### src/rtl/bfusion_pkg.sv
// Shared types and helpers for the BitFusion MAC sequencer.
// Latency: n/a (types, constants and a pure function only).
// Backpressure: n/a.
package bfusion_pkg;

  // Default geometry of the wrapped MAC.
  localparam int P_HEADROOM = 4;
  localparam int P_LEN_W    = 8;
  localparam int P_MAC_LAT  = 3;
  localparam int P_RST_WAIT = 2;

  // Precision modes. 2'b10 is not a legal mode and is reported as a job error.
  typedef enum logic [1:0] {
    M88 = 2'b00,
    M84 = 2'b01,
    M82 = 2'b11
  } mode_e;

  localparam logic [1:0] MODE_ILLEGAL = 2'b10;

  typedef enum logic [2:0] {
    S_MRST,
    S_RWAIT,
    S_IDLE,
    S_CLR,
    S_RUN,
    S_DRAIN,
    S_OUT
  } state_e;

  // Sign-extend the MAC accumulator from the width that is live in this mode.
  // Upper bits above the live width are clock-gated in the MAC and may hold
  // stale data, so they are discarded rather than trusted.
  function automatic logic [31:0] sext_z(input mode_e mode, input logic [31:0] z,
                                         input int headroom);
    int               sb;
    logic signed [31:0] t;
    case (mode)
      M84:     sb = 12 + headroom;
      M82:     sb = 11 + headroom;
      default: sb = 15 + headroom;
    endcase
    t = $signed(z << (31 - sb));
    return t >>> (31 - sb);
  endfunction

endpackage

### src/rtl/bfusion_mac_seq.sv
// Job sequencer for a 1D 2-level BitFusion MAC: reset on mode change, clear, stream, drain, report.
// Latency: accept -> result = (mode change ? 1+RST_WAIT : 0) + 1 + len (+gaps) + MAC_LAT + 1 cycles.
// Backpressure: op_ready only in RUN; result held on res_valid until res_ready; cfg_ready only in IDLE.
module bfusion_mac_seq
  import bfusion_pkg::*;
#(
  parameter  int HEADROOM = P_HEADROOM,
  parameter  int LEN_W    = P_LEN_W,
  parameter  int MAC_LAT  = P_MAC_LAT,
  parameter  int RST_WAIT = P_RST_WAIT,
  localparam int ZW       = 16 + HEADROOM
) (
  input  logic             clk,
  input  logic             rst,
  // job descriptor
  input  logic             cfg_valid,
  output logic             cfg_ready,
  input  logic [1:0]       cfg_mode,
  input  logic [LEN_W-1:0] cfg_len,
  // operand stream
  input  logic             op_valid,
  output logic             op_ready,
  input  logic [31:0]      op_a,
  input  logic [7:0]       op_w,
  // result
  output logic             res_valid,
  input  logic             res_ready,
  output logic [ZW-1:0]    res_z,
  output logic             res_err,
  // MAC side
  output logic             mac_rst,
  output logic             mac_accu_rst,
  output logic [1:0]       mac_mode,
  output logic [31:0]      mac_a,
  output logic [7:0]       mac_w,
  input  logic [ZW-1:0]    mac_z
);

  // Shared wait counter for the post-reset settle and the pipeline drain.
  localparam int WCW = 8;

  state_e           state_q, state_d;
  mode_e            cur_mode_q, cur_mode_d;
  logic             pend_q, pend_d;
  logic [LEN_W-1:0] len_q, len_d;
  logic [LEN_W-1:0] cnt_q, cnt_d;
  logic [WCW-1:0]   wcnt_q, wcnt_d;
  logic [ZW-1:0]    res_z_q, res_z_d;
  logic             res_err_q, res_err_d;

  // Next-state, counters and all handshake/MAC control outputs.
  always_comb begin
    state_d      = state_q;
    cur_mode_d   = cur_mode_q;
    pend_d       = pend_q;
    len_d        = len_q;
    cnt_d        = cnt_q;
    wcnt_d       = wcnt_q;
    res_z_d      = res_z_q;
    res_err_d    = res_err_q;
    cfg_ready    = 1'b0;
    op_ready     = 1'b0;
    res_valid    = 1'b0;
    mac_rst      = 1'b0;
    mac_accu_rst = 1'b0;
    mac_a        = '0;
    mac_w        = '0;

    case (state_q)
      S_MRST: begin
        mac_rst = 1'b1;
        wcnt_d  = '0;
        state_d = S_RWAIT;
      end

      S_RWAIT: begin
        if (wcnt_q == WCW'(RST_WAIT - 1)) begin
          // A job that triggered the reset resumes straight into its clear.
          state_d = pend_q ? S_CLR : S_IDLE;
          pend_d  = 1'b0;
        end else begin
          wcnt_d = wcnt_q + WCW'(1);
        end
      end

      S_IDLE: begin
        cfg_ready = 1'b1;
        if (cfg_valid) begin
          len_d = cfg_len;
          if (cfg_mode == MODE_ILLEGAL) begin
            res_z_d   = '0;
            res_err_d = 1'b1;
            state_d   = S_OUT;
          end else if (cfg_mode != cur_mode_q) begin
            // The gated upper MAC bits are stale across a mode change.
            cur_mode_d = mode_e'(cfg_mode);
            pend_d     = 1'b1;
            state_d    = S_MRST;
          end else begin
            state_d = S_CLR;
          end
        end
      end

      S_CLR: begin
        mac_accu_rst = 1'b1;
        wcnt_d       = '0;
        cnt_d        = len_q;
        state_d      = (len_q == '0) ? S_DRAIN : S_RUN;
      end

      S_RUN: begin
        op_ready = 1'b1;
        // Idle cycles feed zeros so they add nothing to the dot product.
        if (op_valid) begin
          mac_a = op_a;
          mac_w = op_w;
          cnt_d = cnt_q - LEN_W'(1);
          if (cnt_q == LEN_W'(1)) begin
            state_d = S_DRAIN;
          end
        end
      end

      S_DRAIN: begin
        if (wcnt_q == WCW'(MAC_LAT - 1)) begin
          res_z_d   = ZW'(sext_z(cur_mode_q, 32'(mac_z), HEADROOM));
          res_err_d = 1'b0;
          state_d   = S_OUT;
        end else begin
          wcnt_d = wcnt_q + WCW'(1);
        end
      end

      S_OUT: begin
        res_valid = 1'b1;
        if (res_ready) begin
          state_d = S_IDLE;
        end
      end

      default: begin
        state_d = S_MRST;
      end
    endcase

    // Hold the MAC in reset for the whole time the block itself is in reset.
    if (rst) begin
      mac_rst = 1'b1;
    end
  end

  // State and datapath registers, synchronous active-high reset.
  always_ff @(posedge clk) begin
    if (rst) begin
      state_q    <= S_MRST;
      cur_mode_q <= M88;
      pend_q     <= 1'b0;
      len_q      <= '0;
      cnt_q      <= '0;
      wcnt_q     <= '0;
      res_z_q    <= '0;
      res_err_q  <= 1'b0;
    end else begin
      state_q    <= state_d;
      cur_mode_q <= cur_mode_d;
      pend_q     <= pend_d;
      len_q      <= len_d;
      cnt_q      <= cnt_d;
      wcnt_q     <= wcnt_d;
      res_z_q    <= res_z_d;
      res_err_q  <= res_err_d;
    end
  end

  assign mac_mode = cur_mode_q;
  assign res_z    = res_z_q;
  assign res_err  = res_err_q;

endmodule

### config.mk
export PLATFORM = sky130hd
export DESIGN_NAME = bfusion_mac_seq
export DESIGN_NICKNAME = d
export VERILOG_FILES = /design/src/rtl/bfusion_pkg.sv /design/src/rtl/bfusion_mac_seq.sv
export SDC_FILE = /design/constraint.sdc
export NUM_CORES = 1
export LEC_CHECK = 0
export ABC_AREA = 0
export BUFFER_PORTS_ARGS = -buffer_cell sky130_fd_sc_hd__clkbuf_2
export CORE_UTILIZATION = 45
export DETAILED_ROUTE_END_ITERATION = 8
export MAX_ROUTING_LAYER = met4
export PLACE_DENSITY = 0.93
export SYNTH_ARGS = -nofsm -noshare
export SYNTH_HDL_FRONTEND = slang
export SYNTH_SLANG_ARGS = --single-unit
### constraint.sdc
create_clock -name clk -period 2.4 [get_ports clk]
set_input_delay 0.48 -clock clk [delete_from_list [all_inputs] [get_ports clk]]
set_output_delay 0.48 -clock clk [all_outputs]
set_load 0.01 [all_outputs]
# After elaboration in Yosys (flattened, before gate mapping)
# Index checks and enable logic that the tools add are counted.
# classes
order_cmp	0
n_addsub	3
div	0
multipliers	0
muxes	42
bitwise	1
eq_ne	24
n_shift	2
n_reduce_logical	14
# ops
operator	n
32-bit 2-to-1 mux	4
20-bit 2-to-1 mux	3
8-bit 2-to-1 mux	5
20-bit one-hot mux with 2 select lines	1
20-bit by 32-bit << shifter with 32-bit output	1
32-bit by 32-bit >>> shifter with 20-bit output	1
6-bit by 32-bit subtractor with 32-bit output (first input constant)	1
8-bit one-hot mux with 3 select lines	1
2-bit != test (second input constant)	11
3-bit 2-to-1 mux	7
3-bit one-hot mux with 7 select lines	1
8-bit by 1-bit equality test with 1-bit output (second input constant)	2
8-bit one-hot mux with 2 select lines	1
1-bit 2-to-1 mux	15
5-bit one-hot mux with 2 select lines	1
3-bit equality test (second input constant)	3
8-bit by 1-bit adder with 8-bit output (second input constant)	1
8-bit by 2-bit equality test with 1-bit output (second input constant)	1
8-bit logical NOT	1
4-bit AND reduction	2
8-bit by 1-bit subtractor with 8-bit output (second input constant)	1
3-bit by 2-bit equality test with 1-bit output (second input constant)	2
6-bit AND reduction	1
2-bit nonzero test	3
13 further kinds	16
# totals
wordCells	94
latch_bits	0
ram_bits	0
mem_count	0
register_bits	51
rom_bits	0

# Longest topological paths before layout
# Gate-level depths: netlist of run 1.
# logic_depth
depth_word	9
depth_mapped	8

# Worst setup path after synthesis of run 1
# Ideal clock, no wire load.
# synth_timing
path_type	reg-to-reg
startpoint	register wcnt_q[0]
endpoint	register wcnt_q[2]
setup_ns	0.116
path_slack_ns	0.634
stages_incl_launch_ff	7
t_arrival_ns	1.650
required_ns	2.284
path_buffers	0
path_cell_list	dfxtp_1 > inv_1 > ha_1 > a31o_2 > a222oi_1 > a211oi_1 > a31o_2
# synth_via
elab_chain_len	3
word_cells_on_any_way	9
classes_between	1 x add/sub; 4 x eq/ne; 3 x mux; 1 x reduce/logical
# synth_lines
element	line_no	text
start, declared	bfusion_mac_seq.sv:47	logic [WCW-1:0] wcnt_q, wcnt_d;
start signal, assigned	bfusion_mac_seq.sv:170	wcnt_q <= wcnt_d;
8-bit by 1-bit adder with 8-bit output (tied with other cells)	bfusion_mac_seq.sv:82, bfusion_mac_seq.sv:131	
8-bit 2-to-1 mux (tied with other cells)	bfusion_mac_seq.sv:126	if (wcnt_q == WCW'(MAC_LAT - 1)) begin
8-bit one-hot mux with 3 select lines or 3-bit AND reduction (tied branches)	--	
# Several ways; a longest one is shown, not always the timed one. The select of a mux whose other input is x is not followed.
# A chain may end at the register's enable or synchronous reset.

# Worst setup path in the final report of run 1
# layout_timing
startpoint	register state_q[1]
endpoint	output port mac_a[22]
# layout_via
elab_chain_len	2
# layout_lines
element	line_no	text
start, declared	bfusion_mac_seq.sv:42	state_e state_q, state_d;
start signal, assigned	bfusion_mac_seq.sv:165	state_q <= state_d;
3-bit equality test	bfusion_mac_seq.sv:69	case (state_q)
32-bit 2-to-1 mux	bfusion_mac_seq.sv:69	
end, declared	bfusion_mac_seq.sv:34	output logic [31:0] mac_a,
# Every way passes these cells.

==> reports/results.md, run 1 <==
| Step | Item | Value |
|:---|:---|:---|
| die | Core region area | 5574 sq um |
| global routing | GRT Resource Usage Total | 28.18% |
| die | Std cell rows | 27 |
| cts | Clock Pin Slew Worst Setup and Hold Paths | 0.11 ns |
| placed design | Dpl hpwl | 6.659 mm |
| yosys | Netlist area before placement | 2634 sq um |
| cts | Buffer levels on the longest clock path | 2 |
| cts | CTS tree | yes |
| yosys | Synth cell types | 46 |
| timing | Final Setup Violations | 0 |
| timing | Unrepaired setup endpoints after global routing | false |
| yosys | Most common library cells after synthesis | 51 x sky130_fd_sc_hd__dfxtp_1, 45 x sky130_fd_sc_hd__nand2_1, 44 x sky130_fd_sc_hd__and2_1 |
| cts | Total number of clock tree sinks | 51 |
| timing | Final-report max-slew violation count | 0 |
| placed design | Global placer's final weighted congestion | 0.8875 |
| timing | Final hold viol count | 0 |
| global routing | Global-route congestion overflow total | 0 |
| routing | Vias per std cell | 5.377 |
| timing | Minimum period implied by the final worst setup slack | 2.248 ns |
| final layout | Final core utilization | 62.94% |
| yosys | Mean cell area of the mapped netlist | 8.030 sq um |
| timing | Highest clock rate | 444.8 MHz |
| final layout | Antenna fix cells | 0 |
| cts | Hold-fix buffers, CTS | 0 |
| setup path | Worst endpoint data arrival time | 1.77 ns |
| timing | TNS Setup | 0 ns |
| yosys | FFs w/ async S/R, synth | 0% |
| yosys | Area share of the leading cell type in the synthesized netlist | 38.76% |
| die | Area enclosed by the die boundary | 6163 sq um |
| setup path | CP Max Fanout | 21 |
| setup path | Crit. End Element | primary output |
| global routing | Antenna violations before repair | 0 |
| routing | Via count | 2893 |
| global routing | Pin count of the biggest net entering global routing | 43 |
| yosys | Post-synth net total | 408 |
| die | Initial standard-cell utilization of the core | 47.25% |
| final layout | Post-layout net count | 545 |
| setup path | Crit Path Category | reg2out |
| pwr | Pwr dens | 495.5 nW/um^2 |
| pwr | Peak supply drop | 0.2986 mV |
| routing | Average wire per standard cell | 16.08 microns |
| routing | # DRC | 0 |
| yosys | Synth Instances | 328 |
| yosys | Most common cell in the netlist | sky130_fd_sc_hd__dfxtp_1 |
| final layout | Share of post-route cells with drive strength above 1 | 35.41% |
| timing | Final period util | 93.67% |
| cts | Number of H-tree levels | 2 |
| cts | Clk_lat worst skew | 0.32 ns |
| routing | Post-detailed-route count of antenna-violating nets | 0 |
| final layout | Area Overhead vs Synth | 33.21% |
| run status | Run status | finished clean |
| global routing | First-pass GRT wire length | 13.02 mm |
| cts | Number of buffers inserted by post-CTS setup repair | 0 |
| yosys | Largest area contributor in the netlist | sky130_fd_sc_hd__dfxtp_1 |
| cts | CTS Root Buffer Type | sky130_fd_sc_hd__clkbuf_8 |
| routing | Number of DRC markers after the initial detailed-route iteration | 227 |
| min path | Worst hold-check path type | in2reg |
| routing | Pre-antenna DRT Iters | 5 |
| pwr | Pleak | 0.001623 uW |
| die | Vertical extent of the die | 78.51 microns |
| setup path | Critical path startpoint category | register |
| yosys | Sequential fraction of the synthesis area | 38.76% |
| routing | Total routed wirelength | 8.651 mm |
| global routing | Vias in the first global route | 2681 |
| timing | Measured slew at the worst slew-check pin | 0.6701 ns |
| run | Maximum Capacitance Violations | 0 |
| final layout | Filler cells | 504 |
| timing | Max-slew headroom at the worst pin | 55.06% |
| die | Overall die width | 78.51 microns |
| yosys | Dominant register cell in the synthesized netlist | sky130_fd_sc_hd__dfxtp_1 |
| yosys | Warnings from Yosys | 0 |
| cts | Total clock buffers created by CTS | 5 |
| timing | Worst setup skew after layout | 0.01430 ns |
| setup path | Worst Path Required | 1.92 ns |
| yosys | Post-synthesis register bit count | 51 |
| yosys | Synth top area cells | sky130_fd_sc_hd__dfxtp_1 39%, sky130_fd_sc_hd__and2_1 10%, sky130_fd_sc_hd__nand2_1 6.4% |
| die | Number of placed I/O pins | 143 |
| yosys | Number of enable flip-flop cells after synthesis | 0 |
| placed design | Buffers added on ports | 142 |
registers in the layout (all words and copies together) (netlist names):
signal    cells
mac_mode      2
cnt_q         8
res_z        20
wcnt_q        8
state_q       3
len_q         8
pend_q        1
res_err       1
layout by cell type (no fill, tap or decap), types with 4 or more instances in the layout:
master / Yosys / routed
sky130_fd_sc_hd__a211oi_1: 7 / 7
sky130_fd_sc_hd__a21oi_1: 26 / 26
sky130_fd_sc_hd__a22o_1: 17 / 17
sky130_fd_sc_hd__and2_1: 44 / 44
sky130_fd_sc_hd__buf_4: 4 / 7
sky130_fd_sc_hd__clkbuf_2: 0 / 142
sky130_fd_sc_hd__clkbuf_8: 0 / 5
sky130_fd_sc_hd__dfxtp_1: 51 / 51
sky130_fd_sc_hd__ha_1: 5 / 5
sky130_fd_sc_hd__inv_1: 11 / 11
sky130_fd_sc_hd__nand2_1: 45 / 45
sky130_fd_sc_hd__nand3_1: 6 / 6
sky130_fd_sc_hd__nor2_1: 20 / 20
sky130_fd_sc_hd__nor3_1: 5 / 5
sky130_fd_sc_hd__nor4_1: 4 / 4
sky130_fd_sc_hd__o21ai_0: 18 / 18
sky130_fd_sc_hd__xnor2_1: 4 / 4
layout make-up:
class	instances	area [sq um]	share of cell area (%)
well taps	72	90.09	2.568
clock buffers	5	68.82	1.961
inverters	12	45.04	1.284
flip-flops and latches	51	1021	29.10
repair buffers	149	763.2	21.75
multi-input cells	246	1491	42.51
clock inverters	3	28.78	0.8203
worst max-delay path, stage by stage, from the launching register on:
cell	delay (ns)
sky130_fd_sc_hd__dfxtp_1	0.48
sky130_fd_sc_hd__and4bb_4	0.54
sky130_fd_sc_hd__and2_1	0.26
sky130_fd_sc_hd__clkbuf_2	0.16
cells by family after synthesis:
| kind of cell | Yosys count | share of synthesized area, % |
|---|---|---|
| buffers and inverters | 32 | 5.226 |
| XOR/XNOR | 6 | 1.995 |
| multiplexers | 4 | 1.615 |
| AND/OR/NAND/NOR | 141 | 27.55 |
| flip-flops | 51 | 38.76 |
| AO/OA/AOI/OAI | 89 | 22.47 |
| adder cells (fa/ha/maj) | 5 | 2.375 |
metrics by stage:
| step | worst slack, ns | cells | cell area [sq um] | total power, uW | hold WS, ns |
|---|---|---|---|---|---|
| after CTS | 0.09024 | 537 | 3496 | 1729 | 0.3645 |
| after detailed placement | 0.2556 | 529 | 3395 | 1201 | 0.4543 |
| after global routing | 0.06807 | 538 | 3508 | 1798 | 0.3614 |
| after global placement | 0.2851 | 529 | 3395 | 1194 | 0.4438 |
| after floorplan | 0.6337 | 328 | 2634 | 1080 | 0.4406 |
| final | 0.1519 | 538 | 3508 | 1738 | 0.3632 |
path summary, 6_finish.rpt:
path                            startpoint        end  slack, ns  depth (start not counted)
worst min register to register   res_z[17]  res_z[17]       0.48                          2
worst max-delay path            state_q[1]  mac_a[22]       0.15                          3
worst max register to register  state_q[0]  wcnt_q[7]       0.43                          5
worst min-delay path              mac_z[4]   res_z[4]       0.36                          2
where the power goes:
part | total (uW) | internal, uW | switching, uW
registers | 902 | 866 | 35.9
clock network | 545 | 217 | 328
logic | 291 | 137 | 154
total | 1740 | 1220 | 519
metal layers:
metal	vias up	global-route usage (%)	routed length [microns]
li1	1416	-	-
met1	1342	29.65	3305
met2	120	51.48	4495
met3	15	5.581	640
met4	0	10.74	209
met5	-	-	0
what timing repair did:
action,CTS,global route
setup endpoints to repair,6,2
resized for setup,1,0
cloned,0,1
pin swaps,0,1
Note: power is estimated with default switching activity, not from simulation.
==> run 2, diff against run 1 <==
--- a/config.mk
+++ b/config.mk
@@ -9,6 +9,6 @@
 export BUFFER_PORTS_ARGS = -buffer_cell sky130_fd_sc_hd__clkbuf_2
-export CORE_UTILIZATION = 45
+export CORE_UTILIZATION = 48
 export DETAILED_ROUTE_END_ITERATION = 8
 export MAX_ROUTING_LAYER = met4
-export PLACE_DENSITY = 0.93
+export PLACE_DENSITY = 0.95
 export SYNTH_ARGS = -nofsm -noshare
==> constraint.sdc (replaced) <==
create_clock -name clk -period 2.92 [get_ports clk]
set_input_delay 0.584 -clock clk [delete_from_list [all_inputs] [get_ports clk]]
set_output_delay 0.584 -clock clk [all_outputs]
set_load 0.05 [all_outputs]
==> run 2 against run 1 <==
Compared with the run above: register-to-register slack improved by 0.37 ns; via count barely moved; final area fell by 1.1%; clock-buffer cell count did not move; largest cell class unchanged; wire length fell by 7.9%; sequential power fell by 18%; total power fell by 14%; non-clock buffer count fell by 5; critical endpoint is now mac_a[3].
==> reports/results.md, run 2 (synthesis gave the netlist of run 1 again) <==
| Step | Item | Value |
|:---|:---|:---|
| pwr | Pwr dens | 429.8 nW/um^2 |
| die | Core region area | 5205 sq um |
| routing | Pre-antenna DRT Iters | 4 |
| run | Maximum Capacitance Violations | 0 |
| final layout | Post-layout net count | 539 |
| setup path | Crit Path Category | reg2out |
| timing | Final hold viol count | 0 |
| routing | Uppermost layer routed | met4 |
| die | Initial standard-cell utilization of the core | 50.60% |
| cts | Post_cts resized | 0 |
| pwr | Pleak | 0.001603 uW |
| placed design | Dpl hpwl | 6.036 mm |
| final layout | Fin area | 3470 sq um |
| timing | Final Setup Violations | 0 |
| timing | Final period util | 93.74% |
| routing | Via count | 2892 |
| timing | Minimum period implied by the final worst setup slack | 2.737 ns |
| cts | Total number of clock tree sinks | 51 |
| routing | Post-detailed-route count of antenna-violating nets | 0 |
| die | Overall die width | 76.08 microns |
| setup path | Worst endpoint data arrival time | 2.15 ns |
| global routing | Global-route congestion overflow total | 0 |
| final layout | Commonest non-fill, non-tap cells in the layout | 142 x sky130_fd_sc_hd__clkbuf_2, 51 x sky130_fd_sc_hd__dfxtp_1, 45 x sky130_fd_sc_hd__nand2_1 |
| cts | Clk_lat worst skew | 0.31 ns |
| pwr | Logic pwr share | 17.4% |
| timing | Worst setup skew after layout | 0.009903 ns |
| cts | CTS tree | yes |
| cts | Number of H-tree levels | 2 |
| routing | Average wire per standard cell | 15.00 microns |
| routing | Amount of wire on met3 after detailed routing | 542 microns |
| die | Vertical extent of the die | 76.08 microns |
| setup path | Critical path startpoint category | register |
| final layout | Filler cells | 449 |
| setup path | Worst Path Required | 2.34 ns |
| global routing | First-pass GRT wire length | 12.32 mm |
| global routing | Vias in the first global route | 2579 |
| timing | Max-slew headroom at the worst pin | 53.33% |
| global routing | GRT Resource Usage Total | 27.82% |
| pwr | Peak supply drop | 0.2841 mV |
| routing | Wire length on met2 | 4.045 mm |
| cts | CTS Root Buffer Type | sky130_fd_sc_hd__clkbuf_8 |
| routing | Number of DRC markers after the initial detailed-route iteration | 237 |
| min path | Worst hold-check path type | reg2reg |
| routing | # DRC | 0 |
| pwr | Internal power consumption | 1069 uW |
| routing | Vias per std cell | 5.446 |
| die | Std cell rows | 26 |
| cts | Total clock buffers created by CTS | 5 |
| cts | Hold-fix buffers, CTS | 0 |
| final layout | Number of flip-flops in the largest register | 20 |
| timing | Measured slew at the worst slew-check pin | 0.6959 ns |
| placed design | Cell area after placement | 3354 sq um |
| cts | Number of buffers inserted by post-CTS setup repair | 0 |
| timing | Unrepaired setup endpoints after global routing | false |
| timing | Highest clock rate | 365.4 MHz |
| pwr | Clock share of power | 33.0% |
| cts | Buffer levels on the longest clock path | 2 |
| die | Area enclosed by the die boundary | 5787 sq um |
| final layout | Area Overhead vs Synth | 31.73% |
| placed design | Global placer's final weighted congestion | 0.8846 |
| timing | Final-report max-slew violation count | 0 |
| global routing | Antenna violations before repair | 1 |
| pwr | Sequential Power Share | 49.6% |
| routing | Total routed wirelength | 7.965 mm |
| pwr | Switching Power | 422.6 uW |
| global routing | Pin count of the biggest net entering global routing | 43 |
| run status | Run status | finished clean |
| pwr | Switching part of the total power | 28.34% |
| setup path | CP Max Fanout | 42 |
| setup path | Crit. End Element | primary output |
| timing | TNS Setup | 0 ns |
| routing | Met1 wire length | 3.129 mm |
| die | Number of placed I/O pins | 143 |
| cts | Clock Pin Slew Worst Setup and Hold Paths | 0.09 ns |
| final layout | Share of post-route cells with drive strength above 1 | 34.57% |
| placed design | Buffers added on ports | 142 |
| final layout | Leading cell type in the layout, fill and taps excluded | sky130_fd_sc_hd__clkbuf_2 |
## run 2: cell count changes in the layout (fill, tap and decap cells not counted), sizes merged
cell | previous run | this run
buf | 7 | 2
and4bb | 2 | 1
bufinv | 0 | 1
diode | 0 | 1
inv | 12 | 11
## run 2: stage by stage
step | setup slack [ns] | util (%) | power [uW] | hold WS (ns) | cells
6_report | 0.1829 | 66.66 | 1491 | 0.4745 | 531
5_1_grt | 0.02236 | 66.66 | 1560 | 0.4630 | 531
4_1_cts | 0.1755 | 66.61 | 1495 | 0.4713 | 530
3_5_place_dp | 0.4955 | 64.45 | 1011 | 0.4419 | 522
3_3_place_gp | 0.5505 | 64.45 | 1004 | 0.4380 | 522
2_1_floorplan | 0.6395 | - | 925.5 | 0.4406 | 328
## run 2: path summary, 6_finish.rpt
| path | from | end | slack, ns | depth (start not counted) |
|---|---|---|---|---|
| worst min-delay path | len_q[6] | len_q[6] | 0.47 | 2 |
| worst min register to register | len_q[6] | len_q[6] | 0.47 | 2 |
| worst max register to register | state_q[2] | cnt_q[4] | 0.80 | 6 |
| worst max-delay path | state_q[2] | mac_a[3] | 0.18 | 3 |
## run 2: metal layers
layer / GRT usage [%] / vias up
met5: - / -
met4: 10.00 / 0
met3: 5.749 / 16
met2: 48.91 / 143
met1: 31.19 / 1331
li1: - / 1402
## run 2: power groups by stage
stage          logic, uW  registers [uW]  clock network, uW
6_report             259             740                492
5_1_grt              283             744                533
3_3_place_gp         251             753                  0
4_1_cts              258             739                498
2_1_floorplan        182             743                  0
3_5_place_dp         256             755                  0
## run 2: area by class of cell
| cell class | instances | area (sq um) | share of cell area, % |
|---|---|---|---|
| Sequential cell | 51 | 1021 | 29.43 |
| Timing Repair Buffer | 144 | 725.7 | 20.92 |
| Clock buffer | 5 | 68.82 | 1.983 |
| Clock inverter | 3 | 43.79 | 1.262 |
| Inverter | 12 | 45.04 | 1.298 |
| Multi-Input combinational cell | 245 | 1475 | 42.52 |
| Tap cell | 70 | 87.58 | 2.524 |
| Antenna cell | 1 | 2.502 | 0.07212 |
## run 2: critical path, stage by stage (launching register included)
cell                       delay, ns
sky130_fd_sc_hd__dfxtp_1        0.59
sky130_fd_sc_hd__and4bb_2       0.71
sky130_fd_sc_hd__and2_1         0.25
sky130_fd_sc_hd__clkbuf_2       0.28
==> run 3, diff against run 2 <==
==> constraint.sdc (replaced) <==
create_clock -name clk -period 2.92 [get_ports clk]
set_input_delay 0.146 -clock clk [delete_from_list [all_inputs] [get_ports clk]]
set_output_delay 0.146 -clock clk [all_outputs]
set_load 0.05 [all_outputs]
==> run 3 against run 2 <==
Compared with the run above: sequential share of layout area increased by 0.29 points; critical path type unchanged; highest routed layer unchanged; combinational power barely moved; total power decreased by 3.7%; final area shrank 0.97%; clock power decreased by 12%; global-route usage grew 0.21 points; register-to-register slack got worse by 0.09 ns; wire length unchanged; hold slack got worse by 0.44 ns; critical path depth did not move; clock skew is 0.0026 ns lower.
==> reports/results.md, run 3 (synthesis gave the netlist of run 1 again) <==
| Step | Item | Value |
|:---|:---|:---|
| run status | Run status | finished clean |
| pwr | Sequential Power Share | 51.6% |
| pwr | Logic pwr share | 18.1% |
| setup path | Critical path cell sequence | and4bb_2 -> and2_1 -> clkbuf_2 |
| final layout | Final core utilization | 66.01% |
| global routing | Antenna violations before repair | 0 |
| die | Std cell rows | 26 |
| global routing | Global-route congestion overflow total | 0 |
| setup path | Worst-path cell with the longest stage delay | sky130_fd_sc_hd__and4bb_2 |
| cts | Total clock buffers created by CTS | 5 |
| timing | Final period util | 79.64% |
| routing | Post-detailed-route count of antenna-violating nets | 0 |
| min path | Cell depth of the worst hold path | 2 |
| routing | Vias per std cell | 5.318 |
| pwr | Switching Power | 444.1 uW |
| setup path | Critical path startpoint category | register |
| cts | Hold-fix buffers, CTS | 0 |
| final layout | Share of post-route cells with drive strength above 1 | 34.28% |
| setup path | Logic depth of the worst setup path including buffers | 3 |
| timing | Max-slew headroom at the worst pin | 49.51% |
| cts | Number of H-tree levels | 2 |
| setup path | Critical R2R Launch | state_q[1] |
| final layout | Leading cell type in the layout, fill and taps excluded | sky130_fd_sc_hd__clkbuf_2 |
| timing | Final hold viol count | 0 |
| timing | Unrepaired setup endpoints after global routing | false |
| final layout | Filler cells | 445 |
| setup path | Endpoint of the worst register-to-register path | res_z[4] |
| placed design | Dpl hpwl | 6.250 mm |
| final layout | Area Overhead vs Synth | 30.45% |
| setup path | Worst stage delay on the critical path | 0.68 ns |
| cts | CTS Root Buffer Type | sky130_fd_sc_hd__clkbuf_8 |
| die | Core region area | 5205 sq um |
| placed design | Buffers added on ports | 142 |
| timing | Final-report max-slew violation count | 0 |
| cts | Total number of clock tree sinks | 51 |
| setup path | First element of the critical path | state_q[2] |
| pwr | Pleak | 0.001582 uW |
| routing | Via count | 2808 |
| cts | CTS tree | yes |
| placed design | Global placer's final weighted congestion | 0.9561 |
| setup path | Worst Path Required | 2.77 ns |
| global routing | Vias in the first global route | 2713 |
| final layout | Filler-free cell count of the finished design | 528 |
| placed design | Pre-CTS WS | 0.7680 ns |
| routing | Number of DRC markers after the initial detailed-route iteration | 148 |
| timing | TNS Setup | 0 ns |
| pwr | Switching part of the total power | 30.94% |
| setup path | CP Max Fanout | 42 |
| setup path | Crit. End Element | primary output |
| timing | Worst hold margin | 0.03374 ns |
| timing | Minimum period implied by the final worst setup slack | 2.325 ns |
| timing | Worst setup skew after layout | 0.007290 ns |
| setup path | Internal reg-to-reg setup slack | 0.71 ns |
| routing | # DRC | 0 |
| pwr | Pwr dens | 417.8 nW/um^2 |
| global routing | GRT Resource Usage Total | 28.03% |
| cts | Clk_lat worst skew | 0.31 ns |
| die | Vertical extent of the die | 76.08 microns |
| routing | Average wire per standard cell | 15.09 microns |
| pwr | Peak supply drop | 0.2297 mV |
| timing | Final Setup Violations | 0 |
| timing | Highest clock rate | 430.0 MHz |
| cts | Post_cts resized | 0 |
| timing | Worst Setup Slack, final | 0.5946 ns |
| pwr | Clock share of power | 30.3% |
| timing | Measured slew at the worst slew-check pin | 0.7574 ns |
| die | Overall die width | 76.08 microns |
| final layout | Commonest non-fill, non-tap cells in the layout | 142 x sky130_fd_sc_hd__clkbuf_2, 51 x sky130_fd_sc_hd__dfxtp_1, 45 x sky130_fd_sc_hd__nand2_1 |
| setup path | Worst endpoint data arrival time | 2.18 ns |
| routing | Pre-antenna DRT Iters | 4 |
| setup path | Critical path buffer and inverter count | 1 |
| final layout | Post-layout net count | 537 |
| setup path | Crit Path Category | reg2out |
| final layout | Number of flip-flops in the largest register | 20 |
| die | Area enclosed by the die boundary | 5787 sq um |
| cts | Clock Pin Slew Worst Setup and Hold Paths | 0.11 ns |
| die | Initial standard-cell utilization of the core | 50.60% |
| global routing | First-pass GRT wire length | 12.54 mm |
| setup path | Worst path top cell family by delay | simple AND/OR/NAND/NOR gates |
| setup path | CP Capture Point | mac_a[1] |
| final layout | Antenna fix cells | 0 |
| placed design | Total instance count after detailed placement | 520 |
| global routing | Pin count of the biggest net entering global routing | 43 |
| cts | Number of buffers inserted by post-CTS setup repair | 0 |
| setup path | Worst R2R Path Depth | 4 |
| min path | Worst hold-check path type | in2reg |
| routing | Total routed wirelength | 7.965 mm |
| pwr | Internal power consumption | 991.3 uW |
| cts | Buffer levels on the longest clock path | 2 |
| run | Maximum Capacitance Violations | 0 |
| die | Number of placed I/O pins | 143 |
## run 3: cell count changes in the layout (fill, tap and decap cells not counted), sizes merged
cell,before,now
buf,2,0
clkinv,3,1
inv,11,13
bufinv,1,0
clkinvlp,0,1
diode,1,0
## run 3: worst min path at each step
stage | endpoint | startpoint
floorplan | res_z[0] | mac_z[0]
CTS | res_z[1] | mac_z[1]
finish | res_z[0] | mac_z[0]
global route | res_z[12] | mac_z[12]
global placement | res_z[12] | mac_z[12]
detailed placement | res_z[1] | mac_z[1]
## run 3: cell type report
class	count	area (sq um)	share of cell area, %
multi-input cells	245	1475	42.93
flip-flops and latches	51	1021	29.72
repair buffers	142	710.7	20.68
well taps	70	87.58	2.549
clock buffers	5	68.82	2.003
inverters	12	45.04	1.311
clock inverters	3	27.53	0.8012
## run 3: routing by layer
metal  vias to the layer above  wire length [microns]  GRT usage (%)
li1                       1405                      -              -
met1                      1265                   3108          28.94
met2                       113                   4047          50.82
met3                        25                    477          5.509
met4                         0                    333          13.65
met5                         -                      0              -
## run 3: metrics by stage
stage	cell area [sq um]	power [uW]
2_1_floorplan	2634	925.5
3_3_place_gp	3339	1003
3_5_place_dp	3339	1012
4_1_cts	3436	1435
5_1_grt	3436	1493
6_report	3436	1435
## run 3: power by group through the flow
stage	registers [uW]	clock network (uW)	logic, uW
6_report	740	435	260
3_3_place_gp	753	0	250
4_1_cts	739	437	259
3_5_place_dp	755	0	257
2_1_floorplan	743	0	182
5_1_grt	744	466	282
